$ cat config.mk
export PLATFORM = sky130hd
export DESIGN_NAME = xosera_bus_sequencer
export DESIGN_NICKNAME = d
export VERILOG_FILES = /design/src/rtl/xosera_bus_sequencer_pkg.sv /design/src/rtl/xosera_bus_sequencer.sv
export SDC_FILE = /design/constraint.sdc
export NUM_CORES = 1
export LEC_CHECK = 0
export CAP_MARGIN = 20
export CELL_PAD_IN_SITES_DETAIL_PLACEMENT = 0
export CELL_PAD_IN_SITES_GLOBAL_PLACEMENT = 1
export CORE_MARGIN = 1.5
export CORE_UTILIZATION = 31
export CTS_CLUSTER_SIZE = 30
export DETAILED_ROUTE_END_ITERATION = 6
export PLACE_DENSITY_LB_ADDON = 0.1
export SYNTH_ARGS = -nofsm -noshare
export SYNTH_HDL_FRONTEND = slang
export SYNTH_SLANG_ARGS = --single-unit
export TNS_END_PERCENT = 100
$ cat constraint.sdc
create_clock -name clk -period 1.7 [get_ports clk]
set_input_delay 0.34 -clock clk [delete_from_list [all_inputs] [get_ports clk]]
set_output_delay 0.34 -clock clk [all_outputs]
set_load 0.02 [all_outputs]
$ cat src/rtl/xosera_bus_sequencer_pkg.sv
// Shared types and default bus timing for the Xosera host-bus sequencer.
package xosera_bus_sequencer_pkg;

    typedef enum logic [1:0] {
        IDLE   = 2'd0,
        SETUP  = 2'd1,
        STROBE = 2'd2,
        GAP    = 2'd3
    } bus_seq_state_t;

    localparam int BUS_SETUP_CYC  = 1;
    localparam int BUS_STROBE_CYC = 4;
    localparam int BUS_GAP_CYC    = 4;
    localparam int BUS_SAMPLE_CYC = 2;

    typedef struct packed {
        logic        rd;
        logic [3:0]  reg_num;
        logic [15:0] data;
    } bus_req_t;

endpackage

$ cat src/rtl/xosera_bus_sequencer.sv
// Host-bus master: turns one 16-bit register access into two 68k-style byte
// cycles (high byte then low byte) with fixed setup/strobe/gap timing.
module xosera_bus_sequencer
    import xosera_bus_sequencer_pkg::*;
#(
    parameter int SETUP_CYC  = BUS_SETUP_CYC,
    parameter int STROBE_CYC = BUS_STROBE_CYC,
    parameter int GAP_CYC    = BUS_GAP_CYC,
    parameter int SAMPLE_CYC = BUS_SAMPLE_CYC
) (
    input  logic        clk,
    input  logic        reset_i,
    input  logic        req_valid_i,
    output logic        req_ready_o,
    input  logic        req_rd_i,
    input  logic [3:0]  req_reg_i,
    input  logic [15:0] req_data_i,
    output logic        resp_valid_o,
    output logic [15:0] resp_data_o,
    output logic        busy_o,
    output logic        bus_cs_n_o,
    output logic        bus_rd_nwr_o,
    output logic        bus_bytesel_o,
    output logic [3:0]  bus_reg_num_o,
    output logic [7:0]  bus_data_o,
    input  logic [7:0]  bus_data_i
);

    localparam int MAX_AB  = (SETUP_CYC > STROBE_CYC) ? SETUP_CYC : STROBE_CYC;
    localparam int MAX_CYC = (MAX_AB > GAP_CYC) ? MAX_AB : GAP_CYC;
    localparam int CNT_W   = (MAX_CYC > 1) ? $clog2(MAX_CYC) : 1;

    // Each phase counts down from its length minus one and ends at zero.
    localparam logic [CNT_W-1:0] SETUP_LOAD  = CNT_W'(SETUP_CYC - 1);
    localparam logic [CNT_W-1:0] STROBE_LOAD = CNT_W'(STROBE_CYC - 1);
    localparam logic [CNT_W-1:0] GAP_LOAD    = CNT_W'(GAP_CYC - 1);
    localparam logic [CNT_W-1:0] SAMPLE_CNT  = CNT_W'(STROBE_CYC - 1 - SAMPLE_CYC);
    localparam logic [CNT_W-1:0] CNT_ONE     = CNT_W'(1);

    if (SETUP_CYC < 1 || STROBE_CYC < 1 || GAP_CYC < 1 ||
        SAMPLE_CYC < 0 || SAMPLE_CYC >= STROBE_CYC) begin : g_param_check
        $error("xosera_bus_sequencer: illegal timing parameters");
    end

    bus_seq_state_t   state, state_next;
    logic [CNT_W-1:0] cnt, cnt_next;
    logic             byte_idx, byte_idx_next;
    bus_req_t         req_q;
    logic [15:0]      shadow;
    logic             resp_valid_q;
    logic [15:0]      resp_data_q;
    logic             accept;
    logic             sample;
    logic             done;

    // Next-state logic: phase sequencing, byte stepping and read sampling.
    always_comb begin
        state_next    = state;
        cnt_next      = cnt;
        byte_idx_next = byte_idx;
        accept        = 1'b0;
        sample        = 1'b0;
        done          = 1'b0;
        case (state)
            IDLE: begin
                if (req_valid_i) begin
                    accept        = 1'b1;
                    state_next    = SETUP;
                    cnt_next      = SETUP_LOAD;
                    byte_idx_next = 1'b0;
                end
            end
            SETUP: begin
                if (cnt == '0) begin
                    state_next = STROBE;
                    cnt_next   = STROBE_LOAD;
                end else begin
                    cnt_next = cnt - CNT_ONE;
                end
            end
            STROBE: begin
                sample = req_q.rd && (cnt == SAMPLE_CNT);
                if (cnt == '0) begin
                    state_next = GAP;
                    cnt_next   = GAP_LOAD;
                end else begin
                    cnt_next = cnt - CNT_ONE;
                end
            end
            GAP: begin
                if (cnt == '0) begin
                    if (!byte_idx) begin
                        byte_idx_next = 1'b1;
                        state_next    = SETUP;
                        cnt_next      = SETUP_LOAD;
                    end else begin
                        state_next = IDLE;
                        done       = 1'b1;
                    end
                end else begin
                    cnt_next = cnt - CNT_ONE;
                end
            end
            default: state_next = IDLE;
        endcase
    end

    // State, request latch, read shadow and completion pulse registers.
    always_ff @(posedge clk) begin
        if (reset_i) begin
            state        <= IDLE;
            cnt          <= '0;
            byte_idx     <= 1'b0;
            req_q        <= '0;
            shadow       <= '0;
            resp_valid_q <= 1'b0;
            resp_data_q  <= '0;
        end else begin
            state        <= state_next;
            cnt          <= cnt_next;
            byte_idx     <= byte_idx_next;
            resp_valid_q <= done;
            resp_data_q  <= (done && req_q.rd) ? shadow : 16'h0000;
            if (accept) begin
                req_q <= '{rd: req_rd_i, reg_num: req_reg_i, data: req_data_i};
            end
            if (sample) begin
                if (byte_idx) begin
                    shadow[7:0] <= bus_data_i;
                end else begin
                    shadow[15:8] <= bus_data_i;
                end
            end
        end
    end

    assign req_ready_o   = (state == IDLE);
    assign busy_o        = (state != IDLE);
    assign resp_valid_o  = resp_valid_q;
    assign resp_data_o   = resp_data_q;
    assign bus_cs_n_o    = (state != STROBE);
    assign bus_rd_nwr_o  = (state == IDLE) ? 1'b1 : req_q.rd;
    assign bus_bytesel_o = (state == IDLE) ? 1'b0 : byte_idx;
    assign bus_reg_num_o = (state == IDLE) ? 4'h0 : req_q.reg_num;
    assign bus_data_o    = (state == IDLE || req_q.rd) ? 8'h00 :
                           (byte_idx ? req_q.data[7:0] : req_q.data[15:8]);

endmodule

==> flow_summary.json, run 1 <==
{
  "holdWs_ns": 0.394,
  "path_max_fanout": 5,
  "min_to": "state[1]$_SDFFE_PP0P_",
  "totalPowerFinal_uw": 5320,
  "drt_iter0_drc": 73,
  "netlist_area_um2": 2380,
  "ys_ff_latch": 59,
  "status": "finished with violations",
  "maxCapViolCount": 0,
  "synth_fp_nets": 325,
  "ctsHoldBuffers": 0,
  "worst_pin_slew_ns": 0.415,
  "ir_worst_vdd_uv": 871,
  "async_flop_share_pct": 0,
  "crit_type": "reg -> out",
  "cts.sinks": 59,
  "start_util_pct": 32.5,
  "die_y_um": 90.7,
  "timing.final.crit_share_pct": 106,
  "clk_latency_ns": 0.32,
  "hpwl_um": 3860,
  "layout-drive-gt1-share_pct": 20.5,
  "dieArea_um2": 8220,
  "holdPathStages": 2,
  "slew-limit-headroom_pct": 72.2,
  "slew_violations": 0,
  "timing.rr.start": "state[0]$_SDFFE_PP0P_",
  "clk_pin_slew_ns": 0.06,
  "num_vias": 2039,
  "yosysMostFrequentCell": "nand2_1",
  "synth_edf_count": 0,
  "arrival_ns": 1.46,
  "rrSetupSlack_ns": 0.14,
  "rows": 31,
  "io_buffers": 65,
  "synth_top_cell_by_area": "dfxtp_1",
  "coreArea_um2": 7330,
  "routabilityCongestion": 0.730,
  "area_delta_synth_final_pct": 52.2,
  "wl_per_cell_um": 12.1,
  "fin_nets": 408,
  "crit_required_ns": 1.36,
  "vias_per_cell": 4.35,
  "synth.avg_cell_area_um2": 8.45,
  "cts_root_buffer": "clkbuf_8",
  "netlist_instances": 282,
  "grt_pass1_vias": 1982,
  "post-route-drc-count": 0,
  "dr.pass1.iters": 4,
  "yosys_most_used_dff": "dfxtp_1",
  "ys_seq_area_share_pct": 49.6,
  "hold_class": "in -> reg",
  "ff2ff_path_depth": 7,
  "rsz0062_at_grt": "yes",
  "setup_ws_ns": -0.0996,
  "die-width_um": 90.7,
  "layout.cells.non_filler": 469,
  "cts_max_path_buffers": 2,
  "synth_cell_types": 30,
  "htree_levels": 3,
  "start_kind": "flop",
  "antenna_found_initial": 0,
  "hold_viol_final": 0,
  "final-seq-area_um2": 1180,
  "grt_pass1_wl_um": 9580,
  "powerDensity_nw_per_um2": 1470,
  "grt.overflow.total": 0,
  "synth.top_cell.area_share_pct": 49.6,
  "critPathCaptureType": "output port",
  "r2r-end": "state[0]$_SDFFE_PP0P_",
  "fillCellCount": 738,
  "yosysWarnings": 0,
  "violations": "negative setup slack",
  "dp_worst_setup_slack_ns": -0.284,
  "synth_area_leaders": "dfxtp_1, nand2_1, a21oi_1, ha_1, and2_1",
  "multiInputGateArea_um2": 1180,
  "boundaryPins": 66,
  "cts_tree": "built",
  "period_minus_slack_ns": 1.80,
  "ant_nets": 0,
  "min-delay-start": "reset_i",
  "setup_violations": 9,
  "cts_buffers": 9,
  "final.setup_skew_ns": 0.0102,
  "yosys-top-cells-count": "nand2_1, dfxtp_1, a21oi_1, and2_1, nor2_1",
  "tns_ns": -0.797,
  "grt_use_total_pct": 14.7,
  "antennaDiodeCount": 0,
  "grt_max_degree": 32,
  "p_leak_uw": 0.00139,
  "wirelength_um": 5670,
  "placedCellCount": 450,
  "fmax_ghz": 0.556
}
## state kept, by name (all words and copies together), names as in the netlist
name and count:
req_q 21, state 2, resp_valid_o 1, byte_idx 1, cnt 2, shadow 16, resp_data_o 16
## critical path, stage by stage, from the launching register on
cell and delay (ns):
dfxtp_2 0.33, inv_2 0.05, ha_4 0.15, or2_4 0.26, buf_12 0.16, nor2_4 0.08
buf_6 0.12
## worst max-delay path by stage
| stage | from | endpoint | slack, ns |
|---|---|---|---|
| 2_1_floorplan | state[1]$_SDFFE_PP0P_ | bus_data_o[0] | 0.01 |
| 3_3_place_gp | state[0]$_SDFFE_PP0P_ | bus_data_o[6] | -0.26 |
| 3_5_place_dp | state[0]$_SDFFE_PP0P_ | bus_data_o[7] | -0.28 |
| 4_1_cts | state[1]$_SDFFE_PP0P_ | bus_data_o[5] | -0.15 |
| 5_1_grt | state[0]$_SDFFE_PP0P_ | bus_data_o[6] | -0.18 |
| 6_report | state[0]$_SDFFE_PP0P_ | bus_data_o[4] | -0.1 |
## timing repair
item / 4_1_cts / 5_1_grt
gates resized for setup: 88 / 10
setup endpoints to repair: 17 / 20
pin swaps: 1 / 4
buffers inserted: 1 / 1
cloned: 1 / 0
## cell type report
| class | instances | area share, % |
|---|---|---|
| Timing Repair Buffer | 86 | 23.8 |
| Multi-Input combinational cell | 201 | 32.6 |
| Tap cell | 99 | 3.42 |
| Sequential cell | 59 | 32.7 |
| Clock buffer | 11 | 3.90 |
| Clock inverter | 5 | 2.76 |
| Inverter | 8 | 0.828 |
## logic make-up (layout without fill, tap and decap cells)
| group | count (synthesis) | after routing | share of synthesized area (%) |
|---|---|---|---|
| fa+ha+maj | 11 | 11 | 5.78 |
| compound gates | 47 | 47 | 10.1 |
| mux | 9 | 9 | 3.78 |
| flops | 59 | 59 | 49.6 |
| simple gates | 134 | 134 | 26.2 |
| buf+inv | 22 | 110 | 4.57 |
## stage by stage
stage | util, % | cell area, um2
floorplan | - | 2480
global placement | 45.3 | 3320
detailed placement | 45.3 | 3320
CTS | 48.9 | 3580
global route | 49.4 | 3620
finish | 49.4 | 3620
## power breakdown
part	switching [uW]	leakage [uW]	internal, uW	total (uW)
registers	84.6	0.000480	1530	1620
clock network	540	0.000123	1010	1550
logic	1120	0.000783	1030	2150
## layout by cell type, fill, tap and decap left out, types with 2 or more instances in the layout
cell type,count
nand2_1,82
dfxtp_1,57
clkdlybuf4s50_1,47
a21oi_1,42
buf_4,22
and2_1,16
ha_1,10
clkbuf_8,10
mux2i_1,9
nor2_4,8
buf_6,8
nor2b_1,6
inv_1,5
nor2_1,5
nand3_1,4
buf_12,4
inv_2,3
o21ai_0,3
bufinv_16,3
clkinv_2,2
buf_2,2
dfxtp_2,2
## routing by layer
metal,vias to the layer above,wire (um),GRT usage (%)
met2,57,2570,22.5
li1,1073,-,-
met5,-,0,0
met3,4,245,4.12
met4,0,31,4.37
met1,905,2820,19.9
No activity file was read; power rests on OpenSTA's default activity.
==> run 2: changes to the inputs <==
--- a/config.mk
+++ b/config.mk
@@ -10,9 +10,11 @@
 export CELL_PAD_IN_SITES_GLOBAL_PLACEMENT = 1
 export CORE_MARGIN = 1.5
 export CORE_UTILIZATION = 31
+export CTS_CLUSTER_DIAMETER = 60
 export CTS_CLUSTER_SIZE = 30
 export DETAILED_ROUTE_END_ITERATION = 6
 export PLACE_DENSITY_LB_ADDON = 0.1
+export RECOVER_POWER = 50
 export SYNTH_ARGS = -nofsm -noshare
 export SYNTH_HDL_FRONTEND = slang
 export SYNTH_SLANG_ARGS = --single-unit
==> run 2 against run 1 <==
  * The flow still finishes with violations (negative setup slack)
  * Clock skew hardly changed
  * Sequential share of layout area is 0.19 points higher
  * Core utilization is 0.29 points lower
  * Sequential power hardly changed
==> flow_summary.json, run 2 (synthesized netlist as in run 1, its figures left out) <==
{
  "cts.sinks": 59,
  "die_y_um": 90.7,
  "boundaryPins": 66,
  "rows": 31,
  "final_common_cell": "nand2_1",
  "cts_tree": "built",
  "top_register": "req_q",
  "arrival_ns": 1.46,
  "wl_per_cell_um": 12.1,
  "setup_violations": 9,
  "layout.cells.non_filler": 469,
  "dieArea_um2": 8220,
  "maxCapViolCount": 0,
  "grt_use_total_pct": 14.7,
  "status": "finished with violations",
  "crit_required_ns": 1.36,
  "powerDensity_nw_per_um2": 1460,
  "clk_pin_slew_ns": 0.06,
  "ctsHoldBuffers": 0,
  "fin_nets": 408,
  "antennaDiodeCount": 0,
  "antenna_found_initial": 0,
  "p_leak_uw": 0.00137,
  "grt.overflow.total": 0,
  "worst_pin_slew_ns": 0.452,
  "start_util_pct": 32.5,
  "fmax_ghz": 0.556,
  "dr.pass1.iters": 4,
  "start_kind": "flop",
  "crit_type": "reg -> out",
  "hpwl_um": 3860,
  "critPathCaptureType": "output port",
  "hold_class": "in -> reg",
  "slew_violations": 0,
  "fin_area_um2": 3600,
  "io_buffers": 65,
  "placedCellCount": 450,
  "path_max_fanout": 5,
  "grt_pass1_wl_um": 9580,
  "final_cell_mix": "nand2_1, dfxtp_1, clkdlybuf4s50_1",
  "cts_max_path_buffers": 2,
  "wirelength_um": 5670,
  "routabilityCongestion": 0.730,
  "area_delta_synth_final_pct": 51.3,
  "period_minus_slack_ns": 1.80,
  "slew-limit-headroom_pct": 69.8,
  "cts_buffers": 9,
  "cts_root_buffer": "clkbuf_8",
  "ir_worst_vdd_uv": 869,
  "grt_pass1_vias": 1982,
  "final.setup_skew_ns": 0.0102,
  "timing.final.crit_share_pct": 106,
  "rsz0062_at_grt": "yes",
  "dpl_cell_area_um2": 3320,
  "die-width_um": 90.7,
  "violations": "negative setup slack",
  "ant_nets": 0,
  "fin_util_pct": 49.2,
  "post-route-drc-count": 0,
  "coreArea_um2": 7330,
  "drt_iter0_drc": 67,
  "setup_ws_ns": -0.0978,
  "clk_latency_ns": 0.32,
  "holdWs_ns": 0.395,
  "htree_levels": 3,
  "hold_viol_final": 0,
  "largest_reg_flops": 21,
  "rrSetupSlack_ns": 0.10,
  "vias_per_cell": 4.35,
  "num_vias": 2039,
  "grt_max_degree": 32,
  "layout-drive-gt1-share_pct": 20.3
}
[run 2: timing repair]
action | 4_1_cts | 5_1_grt
endpoints found under the setup margin | 17 | 20
setup buffers | 1 | 1
cloned | 1 | 0
pin swaps | 1 | 4
gates resized for setup | 88 | 10
[run 2: layout make-up]
cell class / instances / area (um2)
multi-input cells: 201 / 1180
well taps: 99 / 124
inverters: 8 / 30.0
repair buffers: 86 / 842
fillers: 741 / 3730
clock inverters: 5 / 100
clock buffers: 11 / 141
flip-flops and latches: 59 / 1180
[run 2: critical path, cell delays in order (launching register included)]
cell and delay [ns]:
dfxtp_2 0.33, inv_2 0.05, ha_4 0.15, or2_4 0.26, buf_12 0.16, nor2_4 0.08, buf_6 0.12
[run 2: path summary, 6_finish.rpt]
kind,startpoint,endpoint,cells past startpoint
min reg2reg,shadow[15]$_SDFFE_PP0P_,shadow[15]$_SDFFE_PP0P_,2
max reg2reg,state[0]$_SDFFE_PP0P_,req_q[0]$_SDFFE_PP0P_,7
max,state[0]$_SDFFE_PP0P_,bus_data_o[4],6
min,reset_i,state[1]$_SDFFE_PP0P_,2
[run 2: report_power, final]
group	leakage, uW	internal [uW]	switching [uW]	total [uW]
clock	0.000123	1010	538	1550
combinational	0.000771	995	1120	2110
sequential	0.000480	1530	84.4	1620
total	0.00137	3540	1740	5280
[run 2: through the flow]
step	power (uW)	setup TNS [ns]	setup slack, ns
6_report	5280	-0.783	-0.0978
5_1_grt	5620	-1.94	-0.179
4_1_cts	5360	-1.23	-0.147
3_5_place_dp	3650	-2.63	-0.284
3_3_place_gp	3650	-2.46	-0.264
2_1_floorplan	2940	0	0.0130
[run 2: metal layers]
layer,GRT usage (%),up-vias,share of wire (%),wire length (um)
met4,4.37,0,0.55,31
met2,22.5,58,45,2570
met5,0,-,0,0
met1,19.9,904,50,2810
met3,4.12,4,4.4,251
li1,-,1073,-,-
==> run 3: changes to the inputs <==
--- a/config.mk
+++ b/config.mk
@@ -5,11 +5,10 @@
 export SDC_FILE = /design/constraint.sdc
 export NUM_CORES = 1
 export LEC_CHECK = 0
-export CAP_MARGIN = 20
 export CELL_PAD_IN_SITES_DETAIL_PLACEMENT = 0
 export CELL_PAD_IN_SITES_GLOBAL_PLACEMENT = 1
 export CORE_MARGIN = 1.5
-export CORE_UTILIZATION = 31
+export CORE_UTILIZATION = 34
 export CTS_CLUSTER_DIAMETER = 60
 export CTS_CLUSTER_SIZE = 30
 export DETAILED_ROUTE_END_ITERATION = 6
==> constraint.sdc (replaced) <==
create_clock -name clk -period 1.75 [get_ports clk]
set_input_delay 0.35 -clock clk [delete_from_list [all_inputs] [get_ports clk]]
set_output_delay 0.35 -clock clk [all_outputs]
set_load 0.02 [all_outputs]
==> run 3 against run 2 <==
  * The flow still finishes with violations (negative setup slack)
  * Clock-buffer cell count down 1
  * Combinational power barely moved
  * Via count grew 1.8%
  * Power shrank 11%
  * Flip-flop and latch count unchanged
  * Worst setup slack gained 0.016 ns
  * Core utilization is 3.2 points higher
  * Clock power is 32% lower
  * First-iteration DRC count fell by 43%
  * Clock skew decreased by 0.0017 ns
  * Global-route usage increased by 0.95 points
==> flow_summary.json, run 3 (synthesized netlist as in run 1, its figures left out) <==
{
  "holdWs_ns": 0.449,
  "crit_required_ns": 1.40,
  "area_delta_synth_final_pct": 49.2,
  "fin_area_um2": 3550,
  "cts_root_buffer": "clkbuf_8",
  "grt_use_met3_pct": 4.10,
  "largest_reg_flops": 21,
  "path_max_fanout": 5,
  "slew_violations": 0,
  "grt_busiest_layer": "met2",
  "min_to": "shadow[4]$_SDFFE_PP0P_",
  "cts_tree": "built",
  "dr.pass1.iters": 4,
  "hold_viol_final": 0,
  "cts.sinks": 59,
  "timing.rr.start": "state[0]$_SDFFE_PP0P_",
  "fin_util_pct": 52.3,
  "violations": "negative setup slack",
  "grt_max_degree": 18,
  "grt_pass1_wl_um": 8960,
  "layout-drive-gt1-share_pct": 20.0,
  "clk_pin_slew_ns": 0.07,
  "critPathCaptureType": "output port",
  "ant_nets": 0,
  "fin_nets": 413,
  "ir_worst_vdd_uv": 853,
  "dieArea_um2": 7520,
  "boundaryPins": 66,
  "grt_util_met2_pct": 25.9,
  "worst_pin_slew_ns": 0.380,
  "cts_buffers": 9,
  "powerDensity_nw_per_um2": 1330,
  "rrSetupSlack_ns": 0.09,
  "status": "finished with violations",
  "setup_violations": 8,
  "final.setup_skew_ns": 0.00850,
  "crit_type": "reg -> out",
  "grt_pass1_vias": 1930,
  "p_leak_uw": 0.00136,
  "htree_levels": 3,
  "grt.overflow.total": 0,
  "routabilityCongestion": 0.708,
  "wl_per_cell_um": 11.7,
  "final_cell_mix": "nand2_1, dfxtp_1, clkdlybuf4s50_1",
  "fillCellCount": 678,
  "wirelength_um": 5490,
  "top_register": "req_q",
  "dpl_cell_area_um2": 3360,
  "fmax_ghz": 0.546,
  "cts_max_path_buffers": 2,
  "start_kind": "flop",
  "num_vias": 2076,
  "holdPathStages": 2,
  "grtUsageMet1_pct": 18.6,
  "antennaDiodeCount": 0,
  "io_buffers": 65,
  "slew-limit-headroom_pct": 74.5,
  "die-width_um": 86.7,
  "ff2ff_path_depth": 7,
  "grt_use_total_pct": 15.6,
  "final_common_cell": "nand2_1",
  "maxCapViolCount": 0,
  "post-route-drc-count": 0,
  "die_y_um": 86.7,
  "start_util_pct": 35.1,
  "drt_iter0_drc": 38,
  "arrival_ns": 1.48,
  "setup_ws_ns": -0.0816,
  "dp_worst_setup_slack_ns": -0.276,
  "timing.final.crit_share_pct": 105,
  "min-delay-start": "shadow[4]$_SDFFE_PP0P_",
  "antenna_found_initial": 0,
  "hpwl_um": 3880,
  "r2r-end": "state[0]$_SDFFE_PP0P_",
  "coreArea_um2": 6790,
  "period_minus_slack_ns": 1.83,
  "rows": 30,
  "rsz0062_at_grt": "yes",
  "hold_class": "reg -> reg",
  "clk_latency_ns": 0.33,
  "ctsHoldBuffers": 0,
  "vias_per_cell": 4.41
}
## run 3: cell count changes in the layout (fill, tap and decap cells not counted), moves of 2 or more
| cell | before | now |
|---|---|---|
| buf_2 | 2 | 7 |
| and2_0 | 4 | 1 |
| clkinv_4 | 0 | 2 |
| clkinvlp_4 | 0 | 2 |
| clkbuf_2 | 3 | 0 |
| bufinv_16 | 3 | 0 |
| and2_1 | 13 | 16 |
| buf_4 | 20 | 22 |
## run 3: cell type report
class | instances | area [um2] | share of cell area [%]
Inverter | 8 | 30.0 | 0.845
Clock buffer | 10 | 128 | 3.59
Timing Repair Buffer | 91 | 883 | 24.9
Tap cell | 96 | 120 | 3.38
Multi-Input combinational cell | 201 | 1170 | 32.8
Clock inverter | 6 | 42.5 | 1.20
Sequential cell | 59 | 1180 | 33.3
## run 3: where the power goes
group	internal [uW]	switching, uW
clock	512	549
combinational	1010	1070
sequential	1490	79.2
## run 3: through the flow
| stage | total power, uW | std cells | TNS (ns) |
|---|---|---|---|
| floorplan | 2790 | 282 | 0 |
| global placement | 3570 | 452 | -2.11 |
| detailed placement | 3570 | 452 | -2.43 |
| CTS | 4770 | 470 | -0.874 |
| global route | 5020 | 471 | -0.965 |
| finish | 4710 | 471 | -0.558 |
## run 3: how the worst max path moves through the flow
stage | end | slack [ns] | startpoint | cells past startpoint
floorplan | bus_data_o[0] | 0.005 | state[1]$_SDFFE_PP0P_ | 6
global placement | bus_data_o[5] | -0.24 | state[1]$_SDFFE_PP0P_ | 6
detailed placement | bus_data_o[5] | -0.28 | state[1]$_SDFFE_PP0P_ | 6
CTS | bus_data_o[5] | -0.12 | state[0]$_SDFFE_PP0P_ | 6
global route | bus_data_o[5] | -0.13 | state[1]$_SDFFE_PP0P_ | 6
finish | bus_data_o[5] | -0.08 | state[0]$_SDFFE_PP0P_ | 6
## run 3: layer usage
layer	vias to the layer above	routed length, um
li1	1087	-
met1	927	2480
met2	53	2620
met3	9	292
met4	0	103
met5	-	0
## run 3: critical path, stage by stage (launching register included)
cell     delay, ns
dfxtp_2       0.33
inv_2         0.05
ha_4          0.15
or2_4         0.26
buf_12        0.16
nor2_4        0.08
buf_6         0.12
## run 3: repair_timing
item                                    4_1_cts  5_1_grt
endpoints found under the setup margin       17       11
buffers inserted                              1        1
gates resized for setup                      86        3
cloned                                        1        0
pin swaps                                     1        1
